### src/rtl/encoder_8to3.sv
// encoder_8to3 - registered 8-to-3 priority encoder with enable.
//
// Compacts an 8-bit request vector into the 3-bit index of its highest set
// bit. Multi-hot inputs resolve to the highest index. All outputs are
// registered, so the latency is 1 cycle, and they clear asynchronously on reset.
//
// Parameters:
//   HOLD_ON_DISABLE  0: y is cleared while en is low
//                    1: y keeps its last value while en is low
//                    In both cases valid is cleared while en is low.
//
// Optional feature (macro ENCODER_ONEHOT_CHECK_EN):
//   When defined, the design adds a registered err output. err is 1 when an
//   enabled request has more than one bit set.
//
// Ports:
//   clk    in   rising-edge clock
//   rst_n  in   asynchronous active-low reset
//   i      in   [7:0] request vector; bit k is request k
//   en     in   encode enable, active high
//   y      out  [2:0] index of the highest set bit of i (registered)
//   err    out  multi-hot flag (only with ENCODER_ONEHOT_CHECK_EN)
//   valid  out  y reflects an enabled, non-zero request (registered)
module encoder_8to3 #(
  parameter bit HOLD_ON_DISABLE = 1'b0
) (
  input  logic       clk,
  input  logic       rst_n,
  input  logic [7:0] i,
  input  logic       en,
  output logic [2:0] y,
`ifdef ENCODER_ONEHOT_CHECK_EN
  output logic       err,
`endif
  output logic       valid
);

  logic [2:0] idx;
  logic       any_req;

  // Ascending scan: a later (higher) set bit overwrites an earlier one, so the
  // highest set bit wins.
  always_comb begin
    idx = 3'd0;
    for (int k = 0; k < 8; k++) begin
      if (i[k]) idx = 3'(k);
    end
  end

  assign any_req = |i;

  always_ff @(posedge clk or negedge rst_n) begin
    if (!rst_n) begin
      y     <= 3'd0;
      valid <= 1'b0;
    end else begin
      valid <= en & any_req;
      if (en)                   y <= idx;  // i == 0 gives idx 0, so y reads 000
      else if (!HOLD_ON_DISABLE) y <= 3'd0;
    end
  end

`ifdef ENCODER_ONEHOT_CHECK_EN
  logic multi_hot;

  // Clearing the lowest set bit leaves a non-zero value only when two or
  // more bits were set.
  assign multi_hot = |(i & (i - 8'd1));

  always_ff @(posedge clk or negedge rst_n) begin
    if (!rst_n) err <= 1'b0;
    else        err <= en & multi_hot;
  end
`endif

endmodule

### config.mk
export PLATFORM = sky130hd
export DESIGN_NAME = encoder_8to3
export DESIGN_NICKNAME = d
export VERILOG_FILES = /design/src/rtl/encoder_8to3.sv
export SDC_FILE = /design/constraint.sdc
export NUM_CORES = 1
export LEC_CHECK = 0
export ABC_AREA = 1
export BUFFER_PORTS_ARGS = -buffer_cell sky130_fd_sc_hd__clkbuf_2
export CORE_AREA = 2 2 39 41
export DETAILED_ROUTE_END_ITERATION = 10
export DIE_AREA = 0 0 41 43
export SYNTH_ARGS = -nofsm -noshare
export SYNTH_HDL_FRONTEND = slang
export SYNTH_SLANG_ARGS = --single-unit
### constraint.sdc
create_clock -name clk -period 1.6 [get_ports clk]
set_clock_uncertainty 0.15 [all_clocks]
set_input_delay 0.48 -clock clk [delete_from_list [all_inputs] [get_ports clk]]
set_output_delay 0.48 -clock clk [all_outputs]
set_load 0.02 [all_outputs]
**Word level (Yosys, flattened, before mapping)**

Cells that the tools add are included.
W data, S select, Z words.

- Flip-flop bits (word level): 4
- Bits of input ports: 11
- Output and inout port bits: 4
- Logic and storage cells: 12

- Multiplexer cells: 8
- Bitwise operators: 1
- Reduce and logical (&&, ||, !) cells: 1

Operators with widths:

| operator | count |
|---|---|
| $mux W3 | 6 |
| $reduce_or A8 Y1 | 1 |
| $mux W2 | 1 |
| $and A1 B1 Y1 | 1 |
| $mux W1 | 1 |

**Depth between registers and ports, before layout**

Gate-level depths: netlist of run 1.

- Depth after elaboration: 8
- Gate-level depth with buffers: 7
- Depth with buffers taken out: 7

**Worst setup path before layout of run 1**

OpenSTA, ideal clock, no wires.

- Path kind: input to register
- From: in i[5]
- To: reg valid
- Setup time: 125 ps
- Arrival time: 815 ps
- Required time: 1,325 ps
- Slack: 510 ps
- Cell stages on the path: 3
- Buffers on the path: 0
- Path through: nor2_2 -> a31oi_2 -> o21bai_1

- Word-level cells in the longest chain between the ends: 2

Ends and longest elaborated chain:

| item | RTL line | source |
|---|---|---|
| from (decl) | 29 | `input logic [7:0] i,` |
| $reduce_or A8 Y1 | 50 | `assign any_req = \|i;` |
| $and A1 B1 Y1 | 57 | `valid <= en & any_req;` |
| to (signal assigned) | 57 |  |
| to (decl) | 35 | `output logic valid` |

No other way between the ends.

**Worst setup path after layout of run 1**

- From: reg y[2]
- To: out y[2]

RTL lines:

| item | RTL line | source |
|---|---|---|
| from (decl) | 31 | `output logic [2:0] y,` |
| from (signal assigned) | 58 | `if (en) y <= idx;` |

No word-level cell between the ends.

==> metrics.md, run 1 <==
| Metric | Value |
|---|---|
| H-tree depth | `1` |
| Die height | `43 um` |
| Setup crit end kind | `output pin` |
| Io pins | `15` |
| VDD IR-drop max | `0.123 mV` |
| Hold path depth | `3` |
| Setup TNS | `0 ns` |
| Starting DRC count in detailed routing | `1` |
| Hpwl dp | `322 um` |
| Syn Nets | `34` |
| Number of detailed-route iterations in the first pass | `2` |
| Gpl congestion | `0.670` |
| Die W | `41 um` |
| ANT cells | `0` |
| Worst Path Buf+Inv | `1` |
| Number of remaining DRC errors | `0` |
| Initial Util | `14.3%` |
| Worst Hold Slack | `0.346 ns` |
| CP cell instances | `clkbuf_2` |
| Post-layout worst setup margin | `0.242 ns` |
| Yosys reg bits | `4` |
| Synth unique cells | `11` |
| Pre-CTS setup slack | `0.329 ns` |
| Largest net degree at the start of global routing | `5` |
| Fin crit period | `1.36 ns` |
| Core ar. | `0.00138 mm^2` |
| Setup bufs post-CTS | `0` |
| Final Util | `23.1%` |
| WHS Endpoint | `y[0]$_DFF_PN0_` |
| Top cells by area, synth | `dfrtp_1 51%, inv_1 11%, nand2_1 9.5%, a31oi_2 6.3%, a21oi_2 4.4%` |
| Slowest stage delay, CP | `0.35 ns` |
| Vias in the first global route | `176` |
| CTS Buf Count | `3` |
| Sequential share of the synthesized area | `50.6%` |
| FF+latch area | `100 um^2` |
| Clock transition at path regs | `0.04 ns` |
| Via count | `197` |
| Req. time, crit path | `0.97 ns` |
| Fin nets | `54` |
| Critical path class | `register to output pin` |
| Levels on crit path | `1` |
| Antenna viol nets, final | `0` |
| Avg Vias per Cell | `3.46` |
| WL final | `370 um` |
| Layout cells sized above 1 | `51.2%` |
| Status | `finished, final reports clean` |
| Warnings, synthesis | `0` |
| Max capacitance violation total | `0` |
| Max_slew headroom | `79.1%` |
| PortBufs | `14` |
| Slew @ Worst Pin | `0.311 ns` |
| Cts repair resizes | `0` |
| Crit-path max FO | `1` |
| Fmax | `0.736 GHz` |
| Row count | `14` |
| Leak pwr | `0.000185 uW` |
| Global route overflow | `0` |
| CP max-delay cell | `dfrtp_1` |
| Final hold viol count | `0` |
| Fillcell total | `159` |
| Worst Setup SP | `y[2]$_DFF_PN0_` |
| Die ar. | `0.00176 mm^2` |
| Layout area overhead | `62.0%` |
| Hold-fix buffers, CTS | `1` |
| Hold_sp | `i[7]` |
| Max Slew Vio Count | `0` |
| Clock Sinks | `4` |
| Clock Tree Root | `clkbuf_4` |
| HP Class | `primary input to register` |
| Avg Inst Size Synth | `8.60 um^2` |
| Mapped cell area | `198 um^2` |
| First-pass GRT wire length | `621 um` |
| DR WL/cell | `6.49 um` |
| Tcrit/Tclk final | `84.9%` |
| Setup crit start kind | `register` |
| Crit path arrival time | `0.73 ns` |
| Yosys top cell area share | `50.6%` |
| Cells after Synth | `23` |
| Overall Global Routing Usage | `5.73%` |
| Maximum clock insertion buffer count | `2` |
| Unrepaired setup endpoints after global routing | `no` |
| Initial antenna violation count | `0` |
| Multi-input logic area | `71.3 um^2` |
| CTS tree | `yes` |
| Final setup viols | `0` |
| Pwr dens | `883 mW/mm^2` |
| CP top delay family | `flip-flops` |
| Area leader, netlist | `dfrtp_1` |
==> worst max-delay path by stage <==
stage / end
after floorplan: valid$_DFF_PN0_
after global placement: valid$_DFF_PN0_
after detailed placement: valid$_DFF_PN0_
after CTS: y[0]
after global routing: y[0]
final: y[2]
==> report_power, final <==
group	total [uW]	switching, uW	leakage [uW]	internal [uW]
logic	50.7	28.6	0.000124	22.1
registers	110	1.38	0.0000469	108
clock network	123	38.9	0.0000138	83.7
total	283	68.9	0.000185	214
==> state kept, by name, summed over array words and instances, names as in the netlist <==
name / flops
valid: 1
y: 3
==> worst min-delay path: stages <==
cell	delay (ns)
clkbuf_2	0.08
inv_2	0.07
a21oi_2	0.05
==> cell type report <==
type,count,share of cell area [%]
Timing Repair Buffer,15,25.0
Inverter,7,8.20
Clock buffer,3,7.03
Multi-Input combinational cell,12,22.3
Tap cell,16,6.25
Sequential cell,4,31.3
==> per-stage QoR <==
step                      instance area [um^2]  std cells  total power (uW)
final                                      320         57               283
after CTS                                  320         57               293
after global placement                     288         53               160
after global routing                       320         57               304
after floorplan                            198         23               137
after detailed placement                   288         53               161
==> layout by cell type (no fill, tap or decap), drive strengths merged <==
cell type and instances:
clkbuf 17, inv 7, nand2 5, dfrtp 4, a31oi 2, nor2 1, o21ai 1, a21oi 1
nor4 1, o21bai 1, dlygate4sd3 1
==> synth_stat cells, drive strengths merged <==
master	count
inv	7
nand2	5
dfrtp	4
a31oi	2
a21oi	1
nor2	1
nor4	1
o21ai	1
o21bai	1
==> layer usage <==
layer	share of wire (%)	GRT usage (%)
met5	0	0
met4	4.9	10.0
met3	14	0
met2	40	6.88
met1	41	6.45
==> kinds of logic after synthesis <==
| logic type | share of synthesized area (%) |
|---|---|
| compound gates | 20.3 |
| flops | 50.6 |
| buf+inv | 13.3 |
| simple gates | 15.8 |
Note: power is estimated with default switching activity, not from simulation.
==> inputs of run 2 (changes only) <==
==> constraint.sdc (replaced) <==
create_clock -name clk -period 1.15 [get_ports clk]
set_clock_uncertainty 0.15 [all_clocks]
set_input_delay 0.345 -clock clk [delete_from_list [all_inputs] [get_ports clk]]
set_output_delay 0.345 -clock clk [all_outputs]
set_load 0.02 [all_outputs]
==> run 2 against run 1 <==
  * The run now ends with setup timing left
  * Via count rose by 10%
  * Sequential cell count did not move
  * Wire length rose by 8.4%
  * Clock power rose by 37%
  * Sequential share of layout area fell by 2.9 points
  * Total power rose by 44%
  * First-iteration DRC count did not move
  * Sequential power rose by 41%
  * Utilization rose by 2.4 points
  * Final cell count rose by 1.8%
  * Combinational power rose by 67%
  * Clock-buffer cell count did not move
  * Largest power group unchanged
==> metrics.md, run 2 (synthesized netlist as in run 1, its figures left out) <==
| Metric | Value |
|---|---|
| DR WL/cell | `6.91 um (+6.5%)` |
| Initial Util | `14.3% (unchanged)` |
| H-tree depth | `1 (unchanged)` |
| CP top delay family | `flip-flops` |
| Unrepaired setup endpoints after global routing | `yes` |
| Leak pwr | `0.000197 uW (+6.7%)` |
| Setup crit end kind | `output pin` |
| VDD IR-drop max | `0.250 mV (+100%)` |
| PortBufs | `14 (unchanged)` |
| Clock Sinks | `4 (unchanged)` |
| Setup crit start kind | `register` |
| Overall Global Routing Usage | `7.04% (+1.3 points)` |
| Global route overflow | `0 (unchanged)` |
| Crit-path max FO | `1 (unchanged)` |
| CTS Buf Count | `3 (unchanged)` |
| Critical path class | `register to output pin` |
| Die W | `41 um (unchanged)` |
| Row count | `14 (unchanged)` |
| Starting DRC count in detailed routing | `1 (unchanged)` |
| Number of detailed-route iterations in the first pass | `4 (+2)` |
| Io pins | `15 (unchanged)` |
| Final setup viols | `4 (+4)` |
| HP Class | `primary input to register` |
| Fmax | `0.821 GHz` |
| Pwr dens | `1150 mW/mm^2 (+31%)` |
| Final hold viol count | `0 (unchanged)` |
| Commonest non-fill, non-tap cell in the layout | `clkbuf_2` |
| Number of flip-flops in the largest register | `3 (unchanged)` |
| Largest net degree at the start of global routing | `5 (unchanged)` |
| Max capacitance violation total | `0 (unchanged)` |
| Status | `finished, violations left` |
| Clock transition at path regs | `0.04 ns (about the same)` |
| WHS Endpoint | `y[2]$_DFF_PN0_` |
| Slew @ Worst Pin | `0.350 ns (+0.0384 ns)` |
| Gpl congestion | `0.691 (+3.2%)` |
| Vias in the first global route | `202 (+15%)` |
| CP cell instances | `buf_6` |
| WL final | `401 um (+8.4%)` |
| Commonest non-fill, non-tap cells in the layout | `10 x clkbuf_2, 6 x inv_1, 5 x nand2_1, 4 x buf_6, 4 x dfrtp_1` |
| CTS tree | `yes` |
| Crit path arrival time | `0.72 ns (about the same)` |
| Fillcell total | `155 (-2.5%)` |
| Antenna viol nets, final | `0 (unchanged)` |
| Initial antenna violation count | `0 (unchanged)` |
| Multi-input logic area | `71.3 um^2 (unchanged)` |
| ANT cells | `0 (unchanged)` |
| Avg Vias per Cell | `3.74 (+8.3%)` |
| Pre-CTS setup slack | `-0.0177 ns (-0.347 ns)` |
| Failing checks | `setup timing` |
| Die height | `43 um (unchanged)` |
| Layout area overhead | `78.5%` |
| Biggest regs | `y (3), valid (1)` |
| Fin crit period | `1.22 ns` |
| Maximum clock insertion buffer count | `2 (unchanged)` |
| Via count | `217 (+10%)` |
| Req. time, crit path | `0.65 ns (-0.32 ns)` |
| Fin nets | `55 (+1.9%)` |
| CP max-delay cell | `dfrtp_1` |
| Most flop-heavy register | `y` |
| Max_slew headroom | `76.5% (-2.6 points)` |
| Post-layout worst setup margin | `-0.0683 ns (-0.310 ns)` |
| Number of remaining DRC errors | `0 (unchanged)` |
| Die ar. | `0.00176 mm^2 (unchanged)` |
| Worst Path Buf+Inv | `1 (unchanged)` |
| Hold_sp | `en` |
| Core ar. | `0.00138 mm^2 (unchanged)` |
| Clock Tree Root | `clkbuf_4` |
| Overall Power | `407 uW (+44%)` |
| Max Slew Vio Count | `0 (unchanged)` |
| Tcrit/Tclk final | `106%` |
| Hold path depth | `3 (unchanged)` |
| Layout cells sized above 1 | `52.4% (+1.2 points)` |
| FF+latch area | `100 um^2 (unchanged)` |
| First-pass GRT wire length | `745 um (+20%)` |
| Slowest stage delay, CP | `0.36 ns (about the same)` |
[run 2: cell types whose count changed in the layout (fill, tap and decap cells not counted), sizes merged]
cell	delta
buf	+5
clkbuf	-4
[run 2: stage by stage]
stage	hold WS, ns	std cells	setup TNS, ns	util, %	instance area (um^2)
2_1_floorplan	-0.101	23	0	-	198
3_3_place_gp	0.00266	54	0	21.3	295
3_5_place_dp	0.00428	54	-0.0177	21.3	295
4_1_cts	0.202	58	-0.334	23.7	328
5_1_grt	0.197	58	-0.390	25.5	353
6_report	0.206	58	-0.260	25.5	353
[run 2: how the worst max path moves through the flow]
stage | startpoint | end | depth (start not counted)
after floorplan | i[5] | valid$_DFF_PN0_ | 3
after global placement | i[2] | valid$_DFF_PN0_ | 3
after detailed placement | i[1] | valid$_DFF_PN0_ | 3
after CTS | y[2]$_DFF_PN0_ | y[2] | 1
after global routing | y[1]$_DFF_PN0_ | y[1] | 1
final | y[1]$_DFF_PN0_ | y[1] | 1
[run 2: per-layer routing]
metal / GRT usage, % / up-vias / wire length (um)
li1: - / 111 / -
met1: 7.74 / 92 / 170
met2: 7.81 / 14 / 183
met3: 3.14 / 0 / 47
met4: 10.0 / 0 / 0
met5: 0 / - / 0
[run 2: power by group]
part           internal (uW)  switching (uW)  total (uW)
sequential               151            3.99         155
clock                    116            51.5         168
combinational           44.0            40.6        84.6
total                    311            96.1         407
[run 2: cell type report]
| type | instances | share of cell area [%] |
|---|---|---|
| multi-input cells | 12 | 20.2 |
| repair buffers | 16 | 31.9 |
| inverters | 7 | 7.45 |
| flip-flops and latches | 4 | 28.4 |
| well taps | 16 | 5.67 |
| clock buffers | 3 | 6.38 |
[run 2: repair_timing]
action,CTS,global route
setup buffers,0,0
resized for setup,0,12
gates cloned,0,0
hold buffers,1,0
hold endpoints to repair,4,0
setup endpoints to repair,4,4
